--- src/rtl/hazard_stall_ctrl_pkg.sv ---
// ---------------------------------------------------------------------------
// hazard_stall_ctrl_pkg
// Shared constants for the pipeline control slice: opcode/funct encodings,
// Tuse encodings, default mult/div latencies and the register hazard helper.
// ---------------------------------------------------------------------------
package hazard_stall_ctrl_pkg;

    // Primary opcodes used by the pipeline decode
    typedef enum logic [5:0] {
        OP_SPECIAL = 6'h00,
        OP_BEQ     = 6'h04,
        OP_ADDI    = 6'h08,
        OP_LW      = 6'h23,
        OP_SW      = 6'h2b
    } opcode_e;

    // SPECIAL funct codes that touch the HI/LO unit
    typedef enum logic [5:0] {
        FN_MFHI  = 6'h10,
        FN_MTHI  = 6'h11,
        FN_MFLO  = 6'h12,
        FN_MTLO  = 6'h13,
        FN_MULT  = 6'h18,
        FN_MULTU = 6'h19,
        FN_DIV   = 6'h1a,
        FN_DIVU  = 6'h1b
    } funct_e;

    // Tuse encodings: cycles until D needs the operand; NONE = not read
    localparam logic [1:0] TUSE_0    = 2'd0;
    localparam logic [1:0] TUSE_1    = 2'd1;
    localparam logic [1:0] TUSE_NONE = 2'b11;

    // Default busy windows of the multiply/divide unit
    localparam int MULT_CYC_DEF = 5;
    localparam int DIV_CYC_DEF  = 10;

    // A source register conflicts with a producer when the producer writes
    // it and its result will not be ready by the time the consumer needs it.
    // $0 is hard-wired, so it never conflicts.
    function automatic logic reg_hazard(input logic [4:0] src,
                                        input logic [1:0] tuse,
                                        input logic [4:0] dst,
                                        input logic [1:0] tnew);
        return (src != 5'd0) && (dst == src) && (tnew > tuse);
    endfunction

endpackage

--- src/rtl/hazard_stall_ctrl_md_busy_counter.sv ---
// ---------------------------------------------------------------------------
// hazard_stall_ctrl_md_busy_counter
// Busy countdown for the HI/LO multiply/divide unit.
//   clk, reset   : clock, synchronous active-high reset
//   md_start     : mult/multu/div/divu in E this cycle
//   md_is_div    : 1 = divide latency, 0 = multiply latency
//   md_busy      : counter nonzero
// A start while already busy is ignored; the running countdown continues.
// ---------------------------------------------------------------------------
module hazard_stall_ctrl_md_busy_counter #(
    parameter int MULT_CYC = 5,
    parameter int DIV_CYC  = 10,
    parameter int CNT_W    = 4
) (
    input  logic clk,
    input  logic reset,
    input  logic md_start,
    input  logic md_is_div,
    output logic md_busy
);

    localparam logic [CNT_W-1:0] MULT_LOAD = CNT_W'(MULT_CYC);
    localparam logic [CNT_W-1:0] DIV_LOAD  = CNT_W'(DIV_CYC);
    localparam logic [CNT_W-1:0] CNT_ONE   = CNT_W'(1);

    logic [CNT_W-1:0] cnt_reg;

    always_ff @(posedge clk) begin
        if (reset) begin
            cnt_reg <= '0;
        end else if (md_start && (cnt_reg == '0)) begin
            cnt_reg <= md_is_div ? DIV_LOAD : MULT_LOAD;
        end else if (cnt_reg != '0) begin
            cnt_reg <= cnt_reg - CNT_ONE;
        end
    end

    assign md_busy = (cnt_reg != '0);

endmodule

--- src/rtl/hazard_stall_ctrl.sv ---
// ---------------------------------------------------------------------------
// hazard_stall_ctrl
// Stall/flush controller for the 5-stage pipeline. Holds PC and F/D and
// clears D/E whenever the instruction in D cannot proceed: a register it
// reads is produced too late by E or M (Tuse/Tnew), or it uses HI/LO while
// the multiply/divide unit is starting or busy.
//   clk, reset          : clock, synchronous active-high reset
//   D_rs/D_rt           : source registers of D
//   D_Tuse_rs/D_Tuse_rt : cycles until each source is needed (3 = unused)
//   D_is_md             : D uses the HI/LO unit
//   E_A3/E_Tnew         : destination and Tnew of the instruction in E
//   E_md_start/_is_div  : mult/div launching from E, and which kind
//   PC_en/FD_en/DE_clr  : pipeline enables and bubble insert
//   md_busy             : mult/div unit busy
//   M_A3_q/M_Tnew_q     : tracked M-stage destination and Tnew
//   stall_cnt           : saturating count of stall cycles since reset
// ---------------------------------------------------------------------------
module hazard_stall_ctrl
    import hazard_stall_ctrl_pkg::*;
#(
    parameter int MULT_CYC = MULT_CYC_DEF,
    parameter int DIV_CYC  = DIV_CYC_DEF,
    parameter int CNT_W    = 4
) (
    input  logic        clk,
    input  logic        reset,
    input  logic [4:0]  D_rs,
    input  logic [4:0]  D_rt,
    input  logic [1:0]  D_Tuse_rs,
    input  logic [1:0]  D_Tuse_rt,
    input  logic        D_is_md,
    input  logic [4:0]  E_A3,
    input  logic [1:0]  E_Tnew,
    input  logic        E_md_start,
    input  logic        E_md_is_div,
    output logic        PC_en,
    output logic        FD_en,
    output logic        DE_clr,
    output logic        md_busy,
    output logic [4:0]  M_A3_q,
    output logic [1:0]  M_Tnew_q,
    output logic [31:0] stall_cnt
);

    logic [4:0]  m_a3_reg;
    logic [1:0]  m_tnew_reg;
    logic [1:0]  m_tnew_next;
    logic [31:0] stall_cnt_reg;
    logic        rs_hazard;
    logic        rt_hazard;
    logic        md_hazard;
    logic        stall;

    hazard_stall_ctrl_md_busy_counter #(
        .MULT_CYC (MULT_CYC),
        .DIV_CYC  (DIV_CYC),
        .CNT_W    (CNT_W)
    ) u_md_busy_counter (
        .clk       (clk),
        .reset     (reset),
        .md_start  (E_md_start),
        .md_is_div (E_md_is_div),
        .md_busy   (md_busy)
    );

    // W is never checked: anything that reached W is forwarded.
    assign rs_hazard = reg_hazard(D_rs, D_Tuse_rs, E_A3, E_Tnew)
                     | reg_hazard(D_rs, D_Tuse_rs, m_a3_reg, m_tnew_reg);
    assign rt_hazard = reg_hazard(D_rt, D_Tuse_rt, E_A3, E_Tnew)
                     | reg_hazard(D_rt, D_Tuse_rt, m_a3_reg, m_tnew_reg);

    // The start cycle itself blocks too, since the counter loads at its end.
    assign md_hazard = D_is_md & (E_md_start | md_busy);

    assign stall  = rs_hazard | rt_hazard | md_hazard;
    assign PC_en  = ~stall;
    assign FD_en  = ~stall;
    assign DE_clr = stall;

    // E always advances into M; a bubble in E already carries A3 = 0, Tnew = 0.
    assign m_tnew_next = (E_Tnew == 2'd0) ? 2'd0 : (E_Tnew - 2'd1);

    always_ff @(posedge clk) begin
        if (reset) begin
            m_a3_reg      <= '0;
            m_tnew_reg    <= '0;
            stall_cnt_reg <= '0;
        end else begin
            m_a3_reg   <= E_A3;
            m_tnew_reg <= m_tnew_next;
            if (stall && (stall_cnt_reg != 32'hFFFF_FFFF)) begin
                stall_cnt_reg <= stall_cnt_reg + 32'd1;
            end
        end
    end

    assign M_A3_q    = m_a3_reg;
    assign M_Tnew_q  = m_tnew_reg;
    assign stall_cnt = stall_cnt_reg;

endmodule

--- config.mk ---
export PLATFORM = sky130hd
export DESIGN_NAME = hazard_stall_ctrl
export DESIGN_NICKNAME = d
export VERILOG_FILES = /design/src/rtl/hazard_stall_ctrl_pkg.sv /design/src/rtl/hazard_stall_ctrl_md_busy_counter.sv /design/src/rtl/hazard_stall_ctrl.sv
export SDC_FILE = /design/constraint.sdc
export NUM_CORES = 1
export LEC_CHECK = 0
export BUFFER_PORTS_ARGS = -buffer_cell sky130_fd_sc_hd__buf_2
export CORE_AREA = 2 2 135 71
export CTS_BUF_LIST = sky130_fd_sc_hd__clkbuf_4 sky130_fd_sc_hd__clkbuf_8
export CTS_CLUSTER_SIZE = 30
export DETAILED_ROUTE_END_ITERATION = 16
export DIE_AREA = 0 0 137 73
export HOLD_SLACK_MARGIN = 0.03
export PLACE_DENSITY = 0.51
export SYNTH_ARGS = -nofsm -noshare
export SYNTH_HDL_FRONTEND = slang
export SYNTH_SLANG_ARGS = --single-unit
--- constraint.sdc ---
create_clock -name clk -period 4.8 [get_ports clk]
set_clock_uncertainty 0.15 [all_clocks]
set_input_delay 0.72 -clock clk [delete_from_list [all_inputs] [get_ports clk]]
set_output_delay 0.72 -clock clk [all_outputs]
set_load 0.005 [all_outputs]
==> reports/qor.txt, run 1 <==
FMAX: 0.2913 GHz
maximum fanout along the worst path: 59
initial antenna violation count: 0
Place WS: 1.389 ns
FFs w/ async S/R, synth: 0%
ranking of synthesized cells by area: dfxtp_1, a21oi_1, ha_1
GR Overflow Total: 0
outcome: completed
CP Data Arrival Time: 2.56 ns
reg2reg end: stall_cnt[8]
Avg Cell Area, Syn: 8.341 sq um
DR DRC count: 0
met1 WL: 4066 um
Startpoint Class: primary input
clock sink count: 43
Pleak: 0.001228 uW
Hold Crit Depth: 2
Seq/Total Area, Yosys: 33.40%
Switching Fraction: 32.82%
IR drop worst, VDD: 0.0001191 V
die area: 10000 sq um
final net count: 408
clk buf depth: 2
min Tclk post-route: 3.433 ns
top-area cell type share of the netlist area: 33.40%
worst hold start: stall_cnt[29]
internal power: 575.9 uW
htree depth: 2
worst hold path endpoint: stall_cnt[29]
Clock Power Share: 28.7%
max FFs per register: 32
Max-Cap Viols: 0
Cell Chain, Critical Path: buf_2 -> inv_1 -> ha_1 -> nor2b_1 -> o21ai_0 -> a2111oi_2 -> o22ai_1 -> and3_4 -> inv_1 -> buf_2
layout cells sized above 1: 23.72%
CP startpoint: D_Tuse_rs[1]
diodes inserted: 0
hpwl dp: 5206 um
Syn-to-layout area delta: 19.85%
Slew @ Worst Pin: 0.9579 ns
pwr/cell area: 277.5 nW/um^2
Yosys top cell by area: dfxtp_1
Worst path max stage delay: 0.55 ns
cts repair resizes: 0
Pwr Total: 857.2 uW
combinational share of power: 24.8%
Post-synth top flop: dfxtp_1
router iterations before antenna repair: 4
type of the tightest min-delay check: register to register
# port buffers: 68
Post-synth EDFFs: 0
Netlist cell types: 37
Mapped Area: 2577 sq um
max layer used: met4
vias per cell: 5.124
Critical Path RT: 3.93 ns
slowest CP cell: and3_4
IO Pins: 69
flop-to-flop setup slack: 1.99 ns
Synth Warn #: 0
Synth Instances: 309
CP top delay family: simple AND/OR/NAND/NOR gates
Final Hold Viols: 0
final worst slack: 1.367 ns
setup TNS: 0 ns
largest net degree at the start of global routing: 60
Clk Latency, worst-skew pair: 0.31 ns
CP Buf/Inv Count: 4
number of hold buffers added after cts: 0
Sequential Power Share: 46.5%
initial drt markers: 194
syn_nets: 347
commonest non-fill, non-tap cells in the layout: buf_2, dfxtp_1, a21oi_1
Die Ht: 73 um
via count: 2521
Starting Density: 28.61%
cell row count: 25
first-pass GRT wire length: 11750 um
RSZ-0062 raised after global routing: no
clock-pin slew on the worst setup and hold paths: 0.09 ns
final wirelength: 7179 um
postcts setup bufs: 0
core area: 9009 sq um
number of routed nets with antenna violations: 0
Slew headroom: 36.14%
Root Buffer: clkbuf_8
vias in the first global route: 2208
TritonCTS buffer count: 5
met3 routed WL: 382 um
Final GP Congestion: 0.7939
Tcrit/Tclk final: 71.52%
Final Max Slew Viols: 0
Tot GR Track Use: 15.18%
die width: 137 um
post-DR wirelength/cell: 14.59 um
nature of the critical path endpoint: output port
Crit Reg-Reg Startpoint: M_Tnew_q[0]
DR WL met2: 2668 um
CTS tree: built
R2R depth: 9
Synth Register Bits: 43
Hold WS: 0.3511 ns
Setup violations, final: 0
WS Path Type: primary input to output port
commonest non-fill, non-tap cell in the layout: buf_2
Switching Power: 281.3 uW
[worst max-delay path by stage]
stage	end	slack, ns	cells after the start
4_1_cts	DE_clr	1.39	10
2_1_floorplan	PC_en	1.70	10
3_5_place_dp	DE_clr	1.39	10
3_3_place_gp	DE_clr	1.41	10
6_report	DE_clr	1.37	10
5_1_grt	DE_clr	1.18	10
[cells in the mapped netlist, types with 3 or more instances]
master / number
o21ai_1: 3
o21ai_0: 12
buf_2: 5
ha_1: 12
mux2_1: 5
a211oi_1: 3
and4_1: 3
clkbuf_1: 7
nor2b_1: 13
dfxtp_1: 43
or4_1: 15
xor2_1: 7
nor2_1: 16
nand2_1: 15
nor3_1: 7
or3_1: 14
o31ai_1: 11
a21oi_1: 34
buf_4: 3
nand3_1: 13
inv_1: 14
nor4_1: 4
nand4_1: 16
xnor2_1: 14
[final cells by class]
type,count,area (sq um)
repair buffers,71,362.8
well taps,121,151.4
clock buffers,7,83.83
fillers,1006,5919
multi-input cells,235,1573
clock inverters,1,5.005
inverters,14,52.55
flip-flops and latches,43,860.8
[routing by layer]
| metal | GRT usage (%) | vias up |
|---|---|---|
| li1 | - | 1271 |
| met1 | 24.19 | 1196 |
| met2 | 19.07 | 48 |
| met3 | 4.583 | 6 |
| met4 | 3.436 | 0 |
| met5 | 0 | - |
[stage by stage]
stage / utilization (%) / cell area [sq um] / std cells
after floorplan: - / 2577 / 309
after global placement: 33.31 / 3000 / 484
after detailed placement: 33.31 / 3000 / 484
after CTS: 34.29 / 3089 / 492
after global routing: 34.29 / 3089 / 492
final: 34.29 / 3089 / 492
[tightest hold or removal path: cells and delay by family, from the launching register on]
family,cells,cell delay [ns]
flops,1,0.34
compound gates,2,0.12
[power by group through the flow]
stage	Combinational, uW	Sequential (uW)	Clock, uW
floorplan	159	402	0
global placement	207	407	0
detailed placement	212	406	0
CTS	212	398	257
global route	243	402	276
finish	212	399	246
[logic make-up (layout without fill, tap and decap cells)]
group,count (synthesis),after routing,share of synthesized area [%]
muxes,6,6,2.767
adders and majority gates,12,12,5.825
AOI/OAI and AO/OA,68,68,15.34
xor gates and xnor gates,21,21,7.136
and+or+nand+nor,128,128,29.76
buffers and inverters,31,93,5.777
DFF,43,43,33.40
No activity file was read; power rests on OpenSTA's default activity.
==> run 2, diff against run 1 <==
- PLACE_DENSITY: 0.51 -> 0.52
- clock period: 4.8 -> 3 ns (I/O delays scaled with it)
==> reports/qor.txt, run 2 (same netlist as run 1, synthesis figures left out) <==
outcome: completed
slowest CP cell: dfxtp_1
TritonCTS buffer count: 5
diodes inserted: 0
flop-to-flop setup slack: 0.31 ns
commonest non-fill, non-tap cells in the layout: buf_2, dfxtp_1, a21oi_1
postcts setup bufs: 0
DR DRC count: 0
Final GP Congestion: 0.8320
final worst slack: 0.1868 ns
Worst path max stage delay: 0.40 ns
Max-Cap Viols: 0
clock-pin slew on the worst setup and hold paths: 0.08 ns
Slew headroom: 54.75%
Tot GR Track Use: 14.95%
IO Pins: 69
area of the multi-input gates: 1594 sq um
Place WS: 0.1195 ns
GR Overflow Total: 0
Die Ht: 73 um
layout cells sized above 1: 25.00%
sequential cell area: 860.8 sq um
maximum fanout along the worst path: 12
via count: 2535
vias in the first global route: 2340
Cell Chain, Critical Path: ha_1 -> a21oi_1 -> nor4_1 -> o22ai_1 -> and3_4 -> inv_1 -> buf_2
Pleak: 0.001247 uW
combinational share of power: 26.4%
final net count: 413
number of routed nets with antenna violations: 0
router iterations before antenna repair: 4
vias per cell: 5.101
Clock Power Share: 27.8%
initial antenna violation count: 0
number of hold buffers added after cts: 0
Setup violations, final: 0
max FFs per register: 32
setup TNS: 0 ns
Starting Density: 28.61%
Final Hold Viols: 0
post-DR wirelength/cell: 14.88 um
cell row count: 25
clk buf depth: 2
Switching Power: 467.0 uW
Final Max Slew Viols: 0
clock sink count: 43
Clk Latency, worst-skew pair: 0.31 ns
die area: 10000 sq um
die width: 137 um
first-pass GRT wire length: 11770 um
Critical Path RT: 2.40 ns
cts repair resizes: 0
final wirelength: 7396 um
Root Buffer: clkbuf_8
largest net degree at the start of global routing: 47
RSZ-0062 raised after global routing: no
pwr/cell area: 443.1 nW/um^2
# port buffers: 68
internal power: 921.3 uW
CTS tree: built
initial drt markers: 153
htree depth: 2
core area: 9009 sq um
min Tclk post-route: 2.813 ns
Startpoint Class: register
CP Data Arrival Time: 2.21 ns
Syn-to-layout area delta: 21.55%
IR drop worst, VDD: 0.0003065 V
commonest non-fill, non-tap cell in the layout: buf_2
type of the tightest min-delay check: primary input to register
Tcrit/Tclk final: 93.77%
FILL cells: 994
nature of the critical path endpoint: output port
hpwl dp: 5391 um
Slew @ Worst Pin: 0.6787 ns
WS Path Type: register to output port
FMAX: 0.3555 GHz
Switching Fraction: 33.64%
Sequential Power Share: 45.9%
run 2: changes by cell type in the layout (fill, tap and decap cells not counted), sizes merged:
cell / before / now
and3: 3 / 5
buf: 71 / 74
clkbuf: 7 / 6
clkinvlp: 0 / 1
run 2: final cells by class:
type,instances,area share [%]
clock buffer,6,2.436
clock inverter,2,0.3994
inverter,14,1.677
multi-input combinational,237,50.88
sequential,43,27.48
tap,121,4.832
timing repair buffer,74,12.30
run 2: final timing paths:
check | from | endpoint | cells after the start
worst max register to register | M_Tnew_q[1] | stall_cnt[9] | 8
worst min-delay path | E_Tnew[0] | M_Tnew_q[0] | 2
worst max-delay path | M_Tnew_q[1] | DE_clr | 7
worst min register to register | stall_cnt[18] | stall_cnt[18] | 2
run 2: critical path: cells and delay by family, from the launching register on:
| kind | cells | cell delay, ns |
|---|---|---|
| AO/OA/AOI/OAI | 2 | 0.54 |
| adder cells (fa/ha/maj) | 1 | 0.27 |
| buffers and inverters | 2 | 0.25 |
| flip-flops | 1 | 0.40 |
| AND/OR/NAND/NOR | 2 | 0.45 |
run 2: power by group through the flow:
| stage | registers (uW) | clock network [uW] | logic [uW] |
|---|---|---|---|
| after global placement | 650 | 0 | 339 |
| final | 637 | 386 | 366 |
| after detailed placement | 651 | 0 | 349 |
| after global routing | 642 | 422 | 414 |
| after CTS | 637 | 398 | 351 |
| after floorplan | 644 | 0 | 255 |
run 2: layer usage:
layer  GRT usage (%)  vias up  wire, um
li1                -     1286         -
met1           22.73     1194      4081
met2           20.45       51      2884
met3           4.444        4       402
met4           3.093        0        27
met5               0        -         0
run 2: through the flow:
| step | hold WS (ns) | util (%) | total power, uW | cells | area, sq um |
|---|---|---|---|---|---|
| 2_1_floorplan | 0.3251 | - | 898.6 | 309 | 2577 |
| 4_1_cts | 0.1597 | 34.54 | 1386 | 495 | 3112 |
| 3_3_place_gp | 0.3420 | 33.56 | 988.8 | 487 | 3023 |
| 5_1_grt | 0.1730 | 34.78 | 1478 | 497 | 3133 |
| 3_5_place_dp | 0.3399 | 33.56 | 999.4 | 487 | 3023 |
| 6_report | 0.1677 | 34.78 | 1388 | 497 | 3133 |
==> run 3, diff against run 2 <==
--- a/config.mk
+++ b/config.mk
@@ -7,3 +7,2 @@
 export LEC_CHECK = 0
-export BUFFER_PORTS_ARGS = -buffer_cell sky130_fd_sc_hd__buf_2
 export CORE_AREA = 2 2 135 71
@@ -13,4 +12,5 @@
 export DIE_AREA = 0 0 137 73
+export DONT_BUFFER_PORTS = 1
 export HOLD_SLACK_MARGIN = 0.03
-export PLACE_DENSITY = 0.52
+export PLACE_DENSITY = 0.45
 export SYNTH_ARGS = -nofsm -noshare
==> constraint.sdc (replaced) <==
create_clock -name clk -period 3 [get_ports clk]
set_clock_uncertainty 0.15 [all_clocks]
set_input_delay 0.6 -clock clk [delete_from_list [all_inputs] [get_ports clk]]
set_output_delay 0.6 -clock clk [all_outputs]
set_load 0.005 [all_outputs]
==> reports/qor.txt, run 3 (same netlist as run 1, synthesis figures left out) <==
outcome: completed
Root Buffer: clkbuf_8
type of the tightest min-delay check: primary input to register
clk buf depth: 2
Final GP Congestion: 0.7518
die width: 137 um
area of the multi-input gates: 1605 sq um
min Tclk post-route: 2.824 ns
CP Buf/Inv Count: 2
Tcrit/Tclk final: 94.14%
final wirelength: 7369 um
setup TNS: 0 ns
Clk Latency, worst-skew pair: 0.30 ns
CTS tree: built
CP Data Arrival Time: 2.07 ns
FMAX: 0.3541 GHz
Cell Chain, Critical Path: inv_1 -> ha_1 -> nor2b_1 -> o21ai_0 -> a2111oi_2 -> o22ai_2 -> and3_4 -> buf_12
pwr/cell area: 503.4 nW/um^2
router iterations before antenna repair: 4
Critical Path RT: 2.25 ns
IO Pins: 69
die area: 10000 sq um
final net count: 346
post-DR wirelength/cell: 17.14 um
RSZ-0062 raised after global routing: no
Pleak: 0.0009518 uW
Starting Density: 28.61%
initial antenna violation count: 0
maximum fanout along the worst path: 34
via count: 2282
cell row count: 25
clock sink count: 43
htree depth: 2
Tot GR Track Use: 15.04%
slowest CP cell: ha_1
commonest non-fill, non-tap cells in the layout: dfxtp_1, a21oi_1, nor2_1, nand4_1
Slew headroom: 63.64%
CP top delay family: compound AO/OA/AOI/OAI gates
GR Overflow Total: 0
largest net degree at the start of global routing: 50
sequential cell area: 860.8 sq um
layout cells sized above 1: 9.709%
Setup violations, final: 0
Slew @ Worst Pin: 0.5413 ns
vias in the first global route: 2074
number of routed nets with antenna violations: 0
Final Hold Viols: 0
WS Path Type: primary input to output port
DR DRC count: 0
vias per cell: 5.307
IR drop worst, VDD: 0.0001993 V
TritonCTS buffer count: 5
clock-pin slew on the worst setup and hold paths: 0.08 ns
# port buffers: 0
diodes inserted: 0
Die Ht: 73 um
nature of the critical path endpoint: output port
Syn-to-layout area delta: 10.97%
Startpoint Class: primary input
number of hold buffers added after cts: 0
Final Max Slew Viols: 0
hpwl dp: 5207 um
first-pass GRT wire length: 11370 um
initial drt markers: 192
Worst path max stage delay: 0.31 ns
commonest non-fill, non-tap cell in the layout: dfxtp_1
Pwr Total: 1440 uW
max FFs per register: 32
core area: 9009 sq um
FILL cells: 939
Max-Cap Viols: 0
==> run 3: area by class of cell <==
| class | instances | area share (%) |
|---|---|---|
| clock buffer | 6 | 2.887 |
| inverter | 14 | 1.837 |
| tap | 121 | 5.293 |
| timing repair buffer | 8 | 2.537 |
| clock inverter | 2 | 1.225 |
| multi-input combinational | 236 | 56.12 |
| sequential | 43 | 30.10 |
==> run 3: what timing repair did <==
action / 4_1_cts / 5_1_grt
buffers inserted: 0 / 2
setup endpoints to repair: 0 / 3
resized for setup: 0 / 4
endpoints found under the hold margin: 0 / 0
==> run 3: worst reg2reg max path: cells and delay by family (launching register included) <==
family | cells | cell delay (ns)
muxes | 1 | 0.36
adders and majority gates | 1 | 0.27
and+or+nand+nor | 5 | 1.06
AOI/OAI and AO/OA | 1 | 0.14
DFF | 1 | 0.38
buffers and inverters | 2 | 0.24
==> run 3: metrics by stage <==
step / cell area (sq um) / instances / worst slack, ns / hold WS [ns] / utilization (%)
CTS: 2813 / 427 / 0.09260 / 0.1932 / 31.22
finish: 2860 / 430 / 0.1757 / 0.2140 / 31.75
detailed placement: 2695 / 419 / 0.09261 / 0.3529 / 29.92
global route: 2860 / 430 / 0.01220 / 0.1897 / 31.75
global placement: 2695 / 419 / 0.1055 / 0.3494 / 29.92
floorplan: 2577 / 309 / 0.1367 / 0.3251 / -
==> run 3: power breakdown <==
part / internal [uW] / switching [uW]
registers: 606 / 31.8
clock network: 270 / 214
logic: 130 / 188
total: 1010 / 434
==> run 3: path summary, 6_finish.rpt <==
check / slack (ns) / to / cells past startpoint / from
worst max register to register: 0.31 / stall_cnt[8] / 10 / M_Tnew_q[0]
worst min register to register: 0.36 / stall_cnt[29] / 2 / stall_cnt[29]
worst max-delay path: 0.18 / PC_en / 8 / D_Tuse_rs[1]
worst min-delay path: 0.21 / M_Tnew_q[0] / 1 / E_Tnew[0]
==> run 3: per-layer routing <==
metal  track usage [%]  share of wire [%]  vias up
li1                  -                  -     1144
met1             22.67                 53     1074
met2             19.07                 37       57
met3             6.528                9.6        7
met4             3.322               0.65        0
met5                 0                  0        -
